--- config.mk ---
export PLATFORM = sky130hd
export DESIGN_NAME = lu_sweep_ctrl
export DESIGN_NICKNAME = d
export VERILOG_FILES = /design/src/rtl/lu_sweep_ctrl_pkg.sv /design/src/rtl/lu_settle_timer.sv /design/src/rtl/lu_sweep_ctrl.sv
export SDC_FILE = /design/constraint.sdc
export NUM_CORES = 1
export LEC_CHECK = 0
export BUFFER_PORTS_ARGS = -buffer_cell sky130_fd_sc_hd__buf_2
export CAP_MARGIN = 20
export CELL_PAD_IN_SITES_DETAIL_PLACEMENT = 1
export CELL_PAD_IN_SITES_GLOBAL_PLACEMENT = 2
export CORE_ASPECT_RATIO = 0.5
export CORE_UTILIZATION = 33
export CTS_CLUSTER_DIAMETER = 200
export DETAILED_ROUTE_END_ITERATION = 16
export PLACE_DENSITY_LB_ADDON = 0.12
export SLEW_MARGIN = 30
export SYNTH_ARGS = -nofsm -noshare
export SYNTH_HDL_FRONTEND = slang
export SYNTH_SLANG_ARGS = --single-unit
--- constraint.sdc ---
create_clock -name clk -period 2.1 [get_ports clk]
set_input_delay 0.315 -clock clk [delete_from_list [all_inputs] [get_ports clk]]
set_output_delay 0.315 -clock clk [all_outputs]
set_load 0.03 [all_outputs]
--- src/rtl/lu_sweep_ctrl_pkg.sv ---
// Shared definitions for the AND/OR logic-unit sweep controller: state
// encoding, the golden truth table and the operand bit positions in a vector.
package lu_sweep_ctrl_pkg;

  typedef enum logic [1:0] {
    IDLE = 2'd0,
    WAIT = 2'd1,
    DONE = 2'd2
  } state_t;

  localparam logic [7:0] EXPECTED_DEFAULT = 8'h8E;

  // Vector index is {chave,a,b}
  localparam int VEC_CHAVE = 2;
  localparam int VEC_A     = 1;
  localparam int VEC_B     = 0;

endpackage

--- src/rtl/lu_settle_timer.sv ---
// 4-bit settle down-counter: loads a reload value, counts down to zero and
// parks there, flagging zero so the controller knows s may be sampled.
module lu_settle_timer (
  input  logic       clk,
  input  logic       reset,
  input  logic       load,
  input  logic [3:0] reload,
  output logic       zero
);

  logic [3:0] wcnt;

  always_ff @(posedge clk or posedge reset) begin
    if (reset) begin
      wcnt <= 4'd0;
    end else if (load) begin
      wcnt <= reload;
    end else if (wcnt != 4'd0) begin
      wcnt <= wcnt - 4'd1;
    end
  end

  assign zero = (wcnt == 4'd0);

endmodule

--- src/rtl/lu_sweep_ctrl.sv ---
// Self-test sweep controller: drives all eight {chave,a,b} vectors into the
// logic unit, captures s after a settle time and grades the truth table.
// Handshake: start is a level request, accepted only in IDLE; done is a
// one-cycle pulse after the last capture; busy covers the whole sweep.
module lu_sweep_ctrl
  import lu_sweep_ctrl_pkg::*;
#(
  parameter int unsigned SETTLE   = 1,
  parameter logic [7:0]  EXPECTED = EXPECTED_DEFAULT
) (
  input  logic       clk,
  input  logic       reset,
  input  logic       start,
  input  logic       s,
  output logic       a,
  output logic       b,
  output logic       chave,
  output logic       busy,
  output logic       done,
  output logic [7:0] table_out,
  output logic [7:0] mismatch,
  output logic       pass,
  output logic [1:0] state_dbg
);

  localparam logic [3:0] RELOAD = 4'(SETTLE);

  state_t     state, state_d;
  logic [2:0] idx;
  logic [7:0] table_cap;
  logic       accept, capture, last, load, zero;

  lu_settle_timer u_timer (
    .clk    (clk),
    .reset  (reset),
    .load   (load),
    .reload (RELOAD),
    .zero   (zero)
  );

  assign last = (idx == 3'd7);
  assign load = accept | (capture & ~last);

  always_comb begin
    state_d   = state;
    accept    = 1'b0;
    capture   = 1'b0;
    table_cap = table_out;
    table_cap[idx] = s;
    case (state)
      IDLE: begin
        if (start) begin
          accept  = 1'b1;
          state_d = WAIT;
        end
      end
      WAIT: begin
        if (zero) begin
          capture = 1'b1;
          if (last) state_d = DONE;
        end
      end
      DONE:    state_d = IDLE;
      default: state_d = IDLE;
    endcase
  end

  always_ff @(posedge clk or posedge reset) begin
    if (reset) begin
      state     <= IDLE;
      idx       <= 3'd0;
      table_out <= 8'h00;
      mismatch  <= 8'h00;
      pass      <= 1'b0;
    end else begin
      state <= state_d;
      if (accept) begin
        idx       <= 3'd0;
        table_out <= 8'h00;
        mismatch  <= 8'h00;
        pass      <= 1'b0;
      end else if (capture) begin
        table_out <= table_cap;
        // Grade on the final capture so pass/mismatch appear with done
        if (last) begin
          mismatch <= table_cap ^ EXPECTED;
          pass     <= (table_cap == EXPECTED);
        end else begin
          idx <= idx + 3'd1;
        end
      end
    end
  end

  always_comb begin
    chave = 1'b0;
    a     = 1'b0;
    b     = 1'b0;
    if (state == WAIT) begin
      chave = idx[VEC_CHAVE];
      a     = idx[VEC_A];
      b     = idx[VEC_B];
    end
  end

  assign busy      = (state == WAIT);
  assign done      = (state == DONE);
  assign state_dbg = state;

endmodule
Yosys cells after proc, flatten, opt, wreduce, memory -nomap -nowiden
Cells that the tools add are included.
{ "op_classes": {"addsub": 2, "n_lt_le_gt_ge": 2, "n_eq_ne": 8, "n_mux": 27, "bitwise": 4, "reduce_logical": 10} }
{ "op_table": {"columns": ["cell", "n"], "rows": [
  ["$mux W8", 5],
  ["$mux W1", 11],
  ["$mux W3", 3],
  ["$bwmux W8", 1],
  ["$eq A8 B8 Y1 const B", 1],
  ["$mux W4", 2],
  ["$mux W2", 3],
  ["$reduce_bool A2 Y1", 3],
  ["$logic_not A4 Y1", 1],
  ["$lt A3 B4 Y1 const B", 1],
  ["$ne A2 B1 Y1 const B", 2],
  ["$ne A2 B2 Y1 const B", 2],
  ["$not A4 Y4", 1],
  ["$pmux W2 S2", 1],
  ["$reduce_and A2 Y1", 2],
  ["$reduce_bool A4 Y1", 1],
  ["$sub A4 B1 Y4 const B", 1],
  ["$add A3 B1 Y3 const B", 1],
  ["$demux W1 S3", 1],
  ["$eq A3 B3 Y1 const B", 1],
  ["$ge A3 B1 Y1 const B", 1],
  ["$reduce_and A3 Y1", 1],
  ["$eq A2 B1 Y1 const B", 1],
  ["$eq A2 B2 Y1 const B", 1],
  ["other kinds (5)", 5]
]} }
{ "word_totals": {"register_bits": 26, "in_bits": 4, "output_inout_bits": 24, "word_cells": 59} }

Longest topological paths before layout
Gate-level depths: netlist of run 1.
{ "depth": {"word_depth": 9, "mapped_depth": 7, "mapped_depth_nobuf": 7} }

Modules after synthesis
Synthesis of run 1 repeated with hierarchy kept, for this count alone.
{ "hier_totals": {"cells_unflattened": 145, "hier_area_um2": 1428.9} }
{ "by_module_without_submodules": {"columns": ["module", "instances", "cells_each", "area_per_inst_um2", "seq_area_each_um2"], "rows": [
  ["lu_sweep_ctrl", 1, 122, 1192.4, 550.5],
  ["lu_settle_timer", 1, 23, 236.5, 100.1]
]} }

Worst setup path before layout of run 1
No wires, ideal clock.
{ "synth_timing": {"path_kind": "flip-flop to flip-flop", "startpoint": "reg state[0], in the netlist state_dbg[0]", "endpoint": "reg pass", "setup_ns": 0.133, "arrival_ns": 1.854, "required_time_ns": 1.967, "path_slack_ns": 0.113, "stages_incl_launch_ff": 7, "path_buffers": 2, "synth_period_minus_slack_ns": 1.987, "path_cell_list": "dfrtp_1 > nor2b_1 > clkbuf_1 > nand3_1 > clkbuf_1 > nand3_1 > o31ai_2"} }
{ "synth_between": {"elab_chain_len": 4} }
{ "synth_rtl": {"columns": ["item", "line_no", "rtl"], "rows": [
  ["start, declared", "lu_sweep_ctrl.sv:28", "state_t state, state_d;"],
  ["start signal, assigned", "lu_sweep_ctrl.sv:76", "state <= state_d;"],
  ["$eq A2 B1 Y1", null, null],
  ["via busy", "lu_sweep_ctrl.sv:18", "output logic busy,"],
  ["$mux W1", "lu_sweep_ctrl.sv:50", "case (state)"],
  ["$reduce_bool A2 Y1 (no line)", null, null],
  ["$reduce_and A2 Y1 (no line)", null, null],
  ["end signal, assigned", "lu_sweep_ctrl.sv:87", "pass <= (table_cap == EXPECTED);"],
  ["end, declared", "lu_sweep_ctrl.sv:22", "output logic pass,"]
]} }
The timed path passes the listed nets, and every way through them passes these cells.
A chain may end at the register's enable or synchronous reset.

Worst setup path in the final report of run 1
{ "layout_timing": {"startpoint": "reg idx[0]", "endpoint": "reg pass"} }
{ "layout_between": {"elab_chain_len": 9} }
{ "layout_rtl": {"columns": ["item", "line_no", "rtl"], "rows": [
  ["start, declared", "lu_sweep_ctrl.sv:29", "logic [2:0] idx;"],
  ["start signal, assigned", "lu_sweep_ctrl.sv:89", "idx <= idx + 3'd1;"],
  ["$lt A3 B4 Y1 (implied by the code) / $ge A3 B1 Y1 (equally long branches)", "lu_sweep_ctrl.sv:49", "table_cap[idx] = s;"],
  ["$logic_and A1 B1 Y1 (implied by the code)", "lu_sweep_ctrl.sv:49", null],
  ["$mux W1 (implied by the code)", "lu_sweep_ctrl.sv:49", null],
  ["$demux W1 S3", "lu_sweep_ctrl.sv:49", null],
  ["$bwmux W8", "lu_sweep_ctrl.sv:49", null],
  ["$eq A8 B8 Y1", "lu_sweep_ctrl.sv:87", null],
  ["$mux W1", "lu_sweep_ctrl.sv:85", "if (last) begin"],
  ["$mux W1", "lu_sweep_ctrl.sv:82", "end else if (capture) begin"],
  ["$mux W1", "lu_sweep_ctrl.sv:77", "if (accept) begin"]
]} }
Parallel ways exist; a longest one is shown, timed or not. The select of a mux whose other input is x is not followed.

==> results of run 1 <==
[synthesized netlist by cell type (2+ instances only)]
| master | count | area share [%] |
|---|---|---|
| and2_1 | 3 | 1.4 |
| buf_6 | 3 | 2.6 |
| clkbuf_1 | 5 | 1.4 |
| dfrtp_1 | 26 | 49 |
| ha_1 | 3 | 2.9 |
| inv_1 | 6 | 1.7 |
| mux2i_1 | 9 | 6.9 |
| nand2_1 | 7 | 2.0 |
| nand3_1 | 17 | 6.5 |
| nand3b_1 | 3 | 1.7 |
| nor2_1 | 12 | 3.4 |
| nor2b_1 | 2 | 0.95 |
| nor3_1 | 3 | 1.1 |
| o21ai_0 | 14 | 5.3 |
| or3_1 | 2 | 0.95 |
| xnor2_1 | 4 | 2.7 |
[worst paths after layout]
kind | start | end | slack (ns) | cells past startpoint
max reg2reg | idx[0] | pass | 0.24 | 5
max in group asynchronous | reset | idx[0] | 1.76 | 3
min | reset | table_out[4] | 0.09 | 3
max | idx[0] | pass | 0.24 | 5
min in group clk | s | mismatch[1] | 0.50 | 3
min reg2reg | mismatch[1] | mismatch[1] | 0.51 | 2
[worst max-delay path, delay by kind of cell, from the launching register on]
kind | cells | cell delay [ns]
AND/OR/NAND/NOR | 3 | 0.74
multiplexers | 1 | 0.29
flip-flops | 1 | 0.51
AO/OA/AOI/OAI | 1 | 0.23
[power groups by stage]
stage               Sequential [mW]  Combinational [mW]  Clock [mW]
global placement              0.824                1.10           0
floorplan                     0.957               0.700           0
CTS                           0.828                1.11       0.344
global route                  0.850                1.21       0.370
finish                        0.823                1.09       0.337
detailed placement            0.839                1.11           0
[sequential cells by signal, indices dropped and copies added (netlist names)]
signal        cells
mismatch          8
u_timer.wcnt      4
pass              1
state_dbg         2
table_out         8
idx               3
[layout make-up]
class	count	area share (%)
flip-flops and latches	26	41.7
multi-input cells	91	37.7
repair buffers	33	11.5
well taps	51	4.09
clock buffers	4	3.53
inverters	6	1.44
[metal layers]
layer / track usage, % / vias to the layer above / wire, um
met5: 0 / - / 0
met2: 25.8 / 15 / 1330
met3: 4.79 / 2 / 123
met1: 23.8 / 510 / 1630
li1: - / 505 / -
met4: 2.86 / 0 / 8
[stage by stage]
stage,instance area [um2],std cells
detailed placement,1510,207
CTS,1560,211
floorplan,1320,131
global route,1560,211
global placement,1510,207
finish,1560,211
[layout by cell type, fill, tap and decap left out, types with 2 or more instances in the layout]
cell type / netlist / layout
buf_2: 0 / 27
dfrtp_1: 26 / 26
nand3_1: 17 / 17
o21ai_0: 14 / 14
nor2_1: 12 / 12
mux2i_1: 9 / 9
nand2_1: 7 / 7
inv_1: 6 / 6
buf_4: 0 / 6
xnor2_1: 4 / 4
clkbuf_8: 0 / 4
and2_1: 3 / 3
nor3_1: 3 / 3
nand3b_1: 3 / 3
ha_1: 3 / 3
nor2b_1: 2 / 2
or3_1: 2 / 2
[logic make-up (layout without fill, tap and decap cells)]
group / Yosys count / after routing / share of synthesized area [%]
and+or+nand+nor: 55 / 55 / 22.6
AOI/OAI and AO/OA: 18 / 18 / 7.90
DFF: 26 / 26 / 49.5
adders and majority gates: 3 / 3 / 2.85
buffers and inverters: 14 / 43 / 5.71
muxes: 11 / 11 / 8.85
xor gates and xnor gates: 4 / 4 / 2.66
==> reports/metrics.cfg, run 1 <==
[clocking]
cts_tree = done
cts.clk_slew.worst_paths_ns = 0.10
clock_latency_ns = 0.28
post_cts_resized = 0
cts_buffer_depth = 2
cts-hold-fix-buffers = 0
cts_root_buf = clkbuf_8
cts_made_buffers = 3
post_cts_buffers = 0
htree_levels = 1
clock-sinks = 26

[sta]
fin_crit_sh_pct = 88.4
setup-tns-final_ns = 0
postLayoutSetupSlackWorst_ns = 0.244
period_minus_slack_ns = 1.86
whs_ns = 0.0870
clock-skew-final_ns = 0.00656
worst_pin_slew_ns = 0.607
grt_setup_unrepaired = no
hold_viol = 0
maxSlewHeadroom_pct = 59.5
fmax_ghz = 0.539
finalMaxSlewViolations = 0
setup_viol = 0

[setup_path]
startpoint_type = flip-flop
arrival_ns = 2.05
cp_cell_sequence = nor3b_1 -> mux2i_1 -> nand4_1 -> or3_1 -> o31ai_2
crit_type = flip-flop to flip-flop
cpPeakStageDelay_ns = 0.51
worstPathRequired_ns = 2.29
path_max_fanout = 11
worstSetupEndpointType = flip-flop
cpMaxStageDelayCell = dfrtp_1

[finish]
multi_input_area_um2 = 589
fillers = 428
layout-drive-gt1-share_pct = 27.5
nNetsFinal = 168
utilization_pct = 43.1
syn_to_final_growth_pct = 18.7
diodes = 0
regArea_um2 = 651

[route]
ant_nets = 0
wirelength_mm = 3.10
routed-via-count = 1032
wl_per_cell_um = 14.7
dr.pass1.iters = 4
vias_per_cell = 4.89
drc = 0
first_iter_violations = 37

[power]
comb_power_share_pct = 48.5
p_int_mw = 1.24
switching_share_pct = 44.9
p_total_mw = 2.25
p_switching_mw = 1.01
seq_power_share_pct = 36.5
power_leakage_nw = 0.790
ir_drop_v = 0.000420
powerDensity_nw_per_um2 = 1440
power_frac_clock_pct = 15.0

[die]
die_y_um = 46.6
rows = 15
ioPinCount = 28
die_x_um = 91.3
start_util_pct = 36.3
fp.coreArea_um2 = 3620
dieArea_um2 = 4260

[outcome]
run_status = complete, no violations

[synthesis]
seq_area_frac_synth_pct = 49.5
ys_warn_count = 0
synth_area_um2 = 1320
synth-edff-count = 0
synthArstFlopShare_pct = 100
syn_avg_cell_area_um2 = 10.0
synth_cell_type_count = 28
syn_inst = 131
synth_seq_cells = 26
synth_flop_cell = dfrtp_1
syn_nets = 138

[place]
place.gp.congestion = 0.712
dpl.hpwl_mm = 2.28
dp_slack_ns = 0.251
port_buffers = 27

[global_routing]
first_global_vias = 980
grt_max_degree = 27
track_usage_pct = 16.7
overflow = 0
grt_pass1_wl_mm = 5.17
antenna_found_initial = 0

[worst_hold_path]
min_path_type = input pin to async pin

[job]
cap_violations = 0

Note: power is estimated with default switching activity, not from simulation.
==> inputs of run 2 (changes only) <==
ABC_AREA = 0   (was default)
GPL_TIMING_DRIVEN = 0   (was default)
==> run 2 against run 1 <==
Compared with the run above:
- combinational power increased by 9%
- register-to-register slack got worse by 0.14 ns
- clock-buffer cell count decreased by 1
- routed wire length increased by 5.0%
- non-clock buffer count increased by 2
- clock power increased by 27%
- final area increased by 2.6%
- flip-flop and latch count unchanged
- clock skew increased by 0.0010 ns
- critical path type unchanged
- largest power group unchanged
- highest routed layer unchanged
==> reports/metrics.cfg, run 2 (same netlist as run 1, synthesis figures left out) <==
[setup_path]
cp_top_family = simple AND/OR/NAND/NOR gates
rr_endpoint = table_out[1]
worstPathRequired_ns = 2.25  ; -0.04 ns
reg2reg_depth = 7  ; +2
arrival_ns = 2.14  ; +0.09 ns
r2r_setup_slack_ns = 0.11  ; -0.14 ns
path_max_fanout = 10  ; -1
worstSetupEndpointType = flip-flop
cpMaxStageDelayCell = dfrtp_1
path_buf_inv = 2  ; +2
cp_cell_sequence = inv_1 -> ha_1 -> nor3b_4 -> nand2_1 -> clkbuf_1 -> nand3_1 -> o21ai_0
timing.rr.start = u_timer.wcnt[0]
startpoint_type = flip-flop
crit_path_end = table_out[1]
crit_type = flip-flop to flip-flop
critPathLaunch = u_timer.wcnt[0]
cpPeakStageDelay_ns = 0.42  ; -0.09 ns
cp.depth = 7  ; +2

[finish]
layout.cells.non_filler = 213  ; +0.95%
syn_to_final_growth_pct = 21.8
layout_common_cells = 27 x buf_2, 26 x dfrtp_1, 16 x nand3_1
nNetsFinal = 170  ; +1.2%
fillers = 441  ; +3.0%
layout-drive-gt1-share_pct = 26.5  ; -0.96 points
top_regs = mismatch x8, table_out x8, u_timer.wcnt x4
utilization_pct = 44.2  ; +1.1 points
diodes = 0  ; unchanged
layout_commonest_cell = buf_2

[route]
vias_per_cell = 4.93  ; +0.79%
wl_per_cell_um = 15.3  ; +4.1%
wirelength_mm = 3.25  ; +5.0%
drc = 0  ; unchanged
ant_nets = 0  ; unchanged
routed-via-count = 1050  ; +1.7%
first_iter_violations = 41  ; +11%
dr.pass1.iters = 4  ; unchanged

[clocking]
cts.clk_slew.worst_paths_ns = 0.10  ; about the same
cts_buffer_depth = 2  ; unchanged
post_cts_buffers = 0  ; unchanged
htree_levels = 1  ; unchanged
clock_latency_ns = 0.28  ; about the same
clock-sinks = 26  ; unchanged
cts-hold-fix-buffers = 0  ; unchanged
cts_made_buffers = 3  ; unchanged
cts_tree = done
cts_root_buf = clkbuf_8

[place]
dp_slack_ns = -0.158  ; -0.409 ns
dpl.hpwl_mm = 2.34  ; +2.5%
dpl.cell_count = 209  ; +0.97%
place.gp.congestion = 0.703  ; -1.3%
port_buffers = 27  ; unchanged

[die]
dieArea_um2 = 4260  ; unchanged
rows = 15  ; unchanged
start_util_pct = 36.3  ; unchanged
ioPinCount = 28  ; unchanged
die_x_um = 91.3  ; unchanged
die_y_um = 46.6  ; unchanged
fp.coreArea_um2 = 3620  ; unchanged

[sta]
fin_crit_sh_pct = 95.0  ; +6.6 points
setup-tns-final_ns = 0  ; unchanged
fmax_ghz = 0.501  ; -6.9%
clock-skew-final_ns = 0.00761  ; +0.00104 ns
period_minus_slack_ns = 1.99  ; +0.139 ns
hold_viol = 0  ; unchanged
grt_setup_unrepaired = yes
postLayoutSetupSlackWorst_ns = 0.105  ; -0.139 ns
setup_viol = 0  ; unchanged
worst_pin_slew_ns = 0.574  ; -0.0332 ns
finalMaxSlewViolations = 0  ; unchanged
maxSlewHeadroom_pct = 61.7  ; +2.3 points
whs_ns = 0.0876  ; +0.000654 ns

[global_routing]
use_met3_pct = 4.46  ; -0.33 points
top_usage_layer = met2
grt_max_degree = 27  ; unchanged
overflow = 0  ; unchanged
use_met1_pct = 24.0  ; +0.22 points
antenna_found_initial = 0  ; unchanged
met2_usage_pct = 28.2  ; +2.4 points
first_global_vias = 1049  ; +7.0%
grt_pass1_wl_mm = 5.37  ; +3.9%
track_usage_pct = 17.3  ; +0.58 points

[power]
powerDensity_nw_per_um2 = 1500  ; +3.8%
power_leakage_nw = 0.794  ; +0.52%
ir_drop_v = 0.000457  ; +8.8%

[worst_hold_path]
min_path_type = input pin to async pin

[job]
cap_violations = 0  ; unchanged

[outcome]
run_status = complete, no violations

## run 2: worst reg2reg max path, stage by stage (launching register included)
cell	delay [ns]
dfrtp_1	0.42
inv_1	0.07
ha_1	0.20
nor3b_4	0.34
nand2_1	0.31
clkbuf_1	0.31
nand3_1	0.14
o21ai_0	0.09
## run 2: worst min-delay path by stage
stage / start / to / cells after the start
after detailed placement: reset / u_timer.wcnt[2] / 2
after floorplan: reset / idx[0] / 1
final: reset / table_out[3] / 2
after global routing: reset / mismatch[4] / 2
after CTS: reset / mismatch[5] / 2
after global placement: mismatch[6] / mismatch[6] / 2
## run 2: timing repair
action	4_1_cts	5_1_grt
pin swaps	0	0
resized for setup	2	1
gates cloned	0	0
endpoints found under the setup margin	10	14
## run 2: per-layer routing
layer  wire length, um  share of wire [%]  vias up
met2              1400                 43       10
met5                 0                  0        -
met4                21               0.65        0
met3                87                2.7        2
li1                  -                  -      513
met1              1740                 53      525
## run 2: cell type report
class / count / area [um2] / area share (%)
clock inverters: 1 / 30.0 / 1.87
well taps: 51 / 63.8 / 3.98
plain buffers: 8 / 52.6 / 3.28
inverters: 6 / 22.5 / 1.41
clock buffers: 3 / 41.3 / 2.58
flip-flops and latches: 26 / 651 / 40.6
repair buffers: 27 / 135 / 8.44
multi-input cells: 91 / 606 / 37.8
## run 2: metrics by stage
step / total power, mW / cell area, um2
CTS: 2.42 / 1600
global route: 2.58 / 1600
detailed placement: 1.97 / 1510
floorplan: 1.66 / 1320
global placement: 1.95 / 1510
finish: 2.40 / 1600
## run 2: report_power, final
group	leakage [nW]	internal, mW	total (mW)	switching [mW]
Sequential	0.342	0.660	0.783	0.124
Combinational	0.417	0.440	1.19	0.749
Clock	0.0357	0.255	0.427	0.171
==> inputs of run 3 (changes only) <==
ABC_AREA = 1   (was 0)
CORE_UTILIZATION = 32   (was 33)
==> run 3 against run 2 <==
Compared with the run above:
- hold slack worse by 0.0027 ns
- flip-flop and latch count unchanged
- synthesized area up 5.4%
- critical path type is now flip-flop to output pin
- highest routed layer unchanged
==> reports/metrics.cfg, run 3 <==
[clocking]
cts.clk_slew.worst_paths_ns = 0.09  ; about the same
post_cts_buffers = 0  ; unchanged
cts_made_buffers = 3  ; unchanged
cts-hold-fix-buffers = 0  ; unchanged
htree_levels = 1  ; unchanged
clock_latency_ns = 0.28  ; about the same
cts_buffer_depth = 2  ; unchanged
clock-sinks = 26  ; unchanged
cts_tree = done
cts_root_buf = clkbuf_8
post_cts_resized = 0  ; -2

[die]
dieArea_um2 = 4620  ; +8.4%
fp.coreArea_um2 = 4020  ; +11%
rows = 16  ; +1
die_y_um = 48.5  ; +4.1%
die_x_um = 95.1  ; +4.2%
start_util_pct = 34.5  ; -1.9 points
ioPinCount = 28  ; unchanged

[setup_path]
cp.depth = 4  ; -3
cpMaxStageDelayCell = dfrtp_1
critPathLaunch = idx[1]
worst_path_most_repeated_cell = buf_2
arrival_ns = 1.31  ; -0.83 ns
timing.rr.start = idx[0]
cp_top_family = buffers and inverters
path_max_fanout = 10  ; unchanged
cp_cell_sequence = buf_2 -> inv_2 -> nor2_1 -> buf_2
startpoint_type = flip-flop
reg2reg_depth = 7  ; unchanged
worstSetupEndpointType = output pin
cpPeakStageDelay_ns = 0.35  ; -0.07 ns
worstPathRequired_ns = 1.78  ; -0.47 ns
path_buf_inv = 3  ; +1
crit_type = flip-flop to output pin

[synthesis]
synth_adder_area_share_pct = 2.71  ; -0.15 points
seq_area_frac_synth_pct = 46.9  ; -2.5 points
synth_area_um2 = 1390  ; +5.4%
synth_top_family_by_area = simple AND/OR/NAND/NOR gates
synth_area_leader_cell = dfrtp_1
synth_compound_area_share_pct = 7.31  ; -0.59 points
synth_cell_type_count = 28  ; unchanged
syn_avg_cell_area_um2 = 8.56  ; -15%
syn_inst = 162  ; +24%
netlist_top_cells_area = dfrtp_1 47%, nand2_1 11%, nand3_1 7.9%
synth_mux_area_share_pct = 0  ; -8.8 points
synth_common_cells = 40 x nand2_1, 26 x dfrtp_1, 22 x nand3_1
synthArstFlopShare_pct = 100  ; unchanged
synth_flop_cell = dfrtp_1
yosys.area_share.simple_pct = 33.5  ; +11 points
synth-edff-count = 0  ; unchanged
synth-xor-area-share_pct = 1.90  ; -0.77 points
syn_nets = 169  ; +22%
synth_top_cell_area_share_pct = 46.9  ; -2.5 points
ys_warn_count = 0  ; unchanged
synth_seq_cells = 26  ; unchanged
synth.most_common_cell = nand2_1

[global_routing]
use_met1_pct = 25.9  ; +1.8 points
top_usage_layer = met2
grt_max_degree = 27  ; unchanged
use_met3_pct = 4.72  ; +0.26 points
met2_usage_pct = 26.4  ; -1.8 points
overflow = 0  ; unchanged
antenna_found_initial = 0  ; unchanged
grt_pass1_wl_mm = 6.12  ; +14%
first_global_vias = 1209  ; +15%
track_usage_pct = 17.7  ; +0.40 points

[sta]
fin_crit_sh_pct = 77.6  ; -17 points
grt_setup_unrepaired = no
hold_viol = 0  ; unchanged
finalMaxSlewViolations = 0  ; unchanged
setup_viol = 0  ; unchanged
setup-tns-final_ns = 0  ; unchanged
worst_pin_slew_ns = 0.579  ; +0.00538 ns
period_minus_slack_ns = 1.63  ; -0.365 ns
clock-skew-final_ns = 0.00398  ; -0.00363 ns
fmax_ghz = 0.614  ; +22%
maxSlewHeadroom_pct = 61.4  ; -0.36 points

[place]
port_buffers = 27  ; unchanged
place.gp.congestion = 0.752  ; +7.0%
dpl.hpwl_mm = 2.61  ; +12%
dpl_cell_area_um2 = 1590  ; +5.0%

[route]
dr.pass1.iters = 5  ; +1
ant_nets = 0  ; unchanged
routed-via-count = 1194  ; +14%
vias_per_cell = 4.83  ; -1.9%
drc = 0  ; unchanged
wirelength_mm = 3.61  ; +11%
first_iter_violations = 43  ; +4.9%
wl_per_cell_um = 14.6  ; -4.2%

[power]
power_leakage_nw = 0.867  ; +9.2%
p_int_mw = 1.24  ; -8.7%
p_switching_mw = 1.17  ; +12%
seq_power_share_pct = 31.9  ; -0.8 points
powerDensity_nw_per_um2 = 1460  ; -2.4%
switching_share_pct = 48.6  ; +5.0 points
ir_drop_v = 0.000417  ; -8.8%
power_frac_clock_pct = 14.0  ; -3.8 points
comb_power_share_pct = 54.1  ; +4.5 points

[job]
cap_violations = 0  ; unchanged

[finish]
layout_commonest_cell = nand2_1
fin_area_um2 = 1640  ; +2.7%
syn_to_final_growth_pct = 18.6
diodes = 0  ; unchanged
nNetsFinal = 201  ; +18%
top_regs = mismatch x8, table_out x8, u_timer.wcnt x4
layout-drive-gt1-share_pct = 27.5  ; +0.92 points
layout_common_cells = 40 x nand2_1, 28 x buf_2, 26 x dfrtp_1

[outcome]
run_status = complete, no violations

[worst_hold_path]
min_path_type = input pin to async pin

==> run 3: cell types whose count changed after synthesis, moves of 4 or more <==
cell | previous run | this run
clkbuf_1 | 5 | 0
inv_1 | 6 | 13
inv_2 | 0 | 4
mux2i_1 | 9 | 0
nand2_1 | 7 | 40
nand3_1 | 17 | 22
nand4_1 | 1 | 5
nor2_1 | 12 | 8
o21ai_0 | 14 | 10
==> run 3: kinds of logic after synthesis <==
kind of cell / after synthesis
buffers and inverters: 22
DFF: 26
xor gates and xnor gates: 3
AOI/OAI and AO/OA: 18
and+or+nand+nor: 90
adders and majority gates: 3
==> run 3: path summary, 6_finish.rpt <==
kind	to	slack [ns]
max	a	0.47
min	mismatch[7]	0.08
max reg2reg	mismatch[2]	0.47
min reg2reg	pass	0.49
max in group asynchronous	table_out[4]	1.63
min in group clk	table_out[7]	0.48
==> run 3: stage by stage <==
step / utilization, % / hold WS [ns] / instances / total power, mW / setup WS [ns]
floorplan: - / 0.355 / 162 / 1.75 / 0.617
detailed placement: 39.5 / 0.419 / 243 / 2.08 / 0.509
global placement: 39.5 / 0.452 / 243 / 2.06 / 0.474
global route: 40.9 / 0.145 / 247 / 2.60 / 0.336
CTS: 40.9 / 0.110 / 247 / 2.43 / 0.448
finish: 40.9 / 0.0849 / 247 / 2.40 / 0.470
==> run 3: final cells by class <==
class                      count  area [um2]
sequential                    26         651
clock buffer                   4        55.1
timing repair buffer          27         135
fill                         501        2380
inverter                      17        63.8
multi-input combinational    114         629
tap                           54        67.6
buffer                         5        42.5
==> run 3: power by group through the flow <==
stage | registers, mW | clock network, mW | logic (mW)
3_5_place_dp | 0.781 | 0 | 1.30
6_report | 0.768 | 0.336 | 1.30
2_1_floorplan | 0.963 | 0 | 0.785
3_3_place_gp | 0.772 | 0 | 1.29
4_1_cts | 0.769 | 0.350 | 1.31
5_1_grt | 0.792 | 0.364 | 1.45
==> run 3: per-layer routing <==
layer,wire (um),vias to the layer above
met4,25,0
met2,1540,19
met1,1930,576
li1,-,594
met3,118,5
met5,0,-
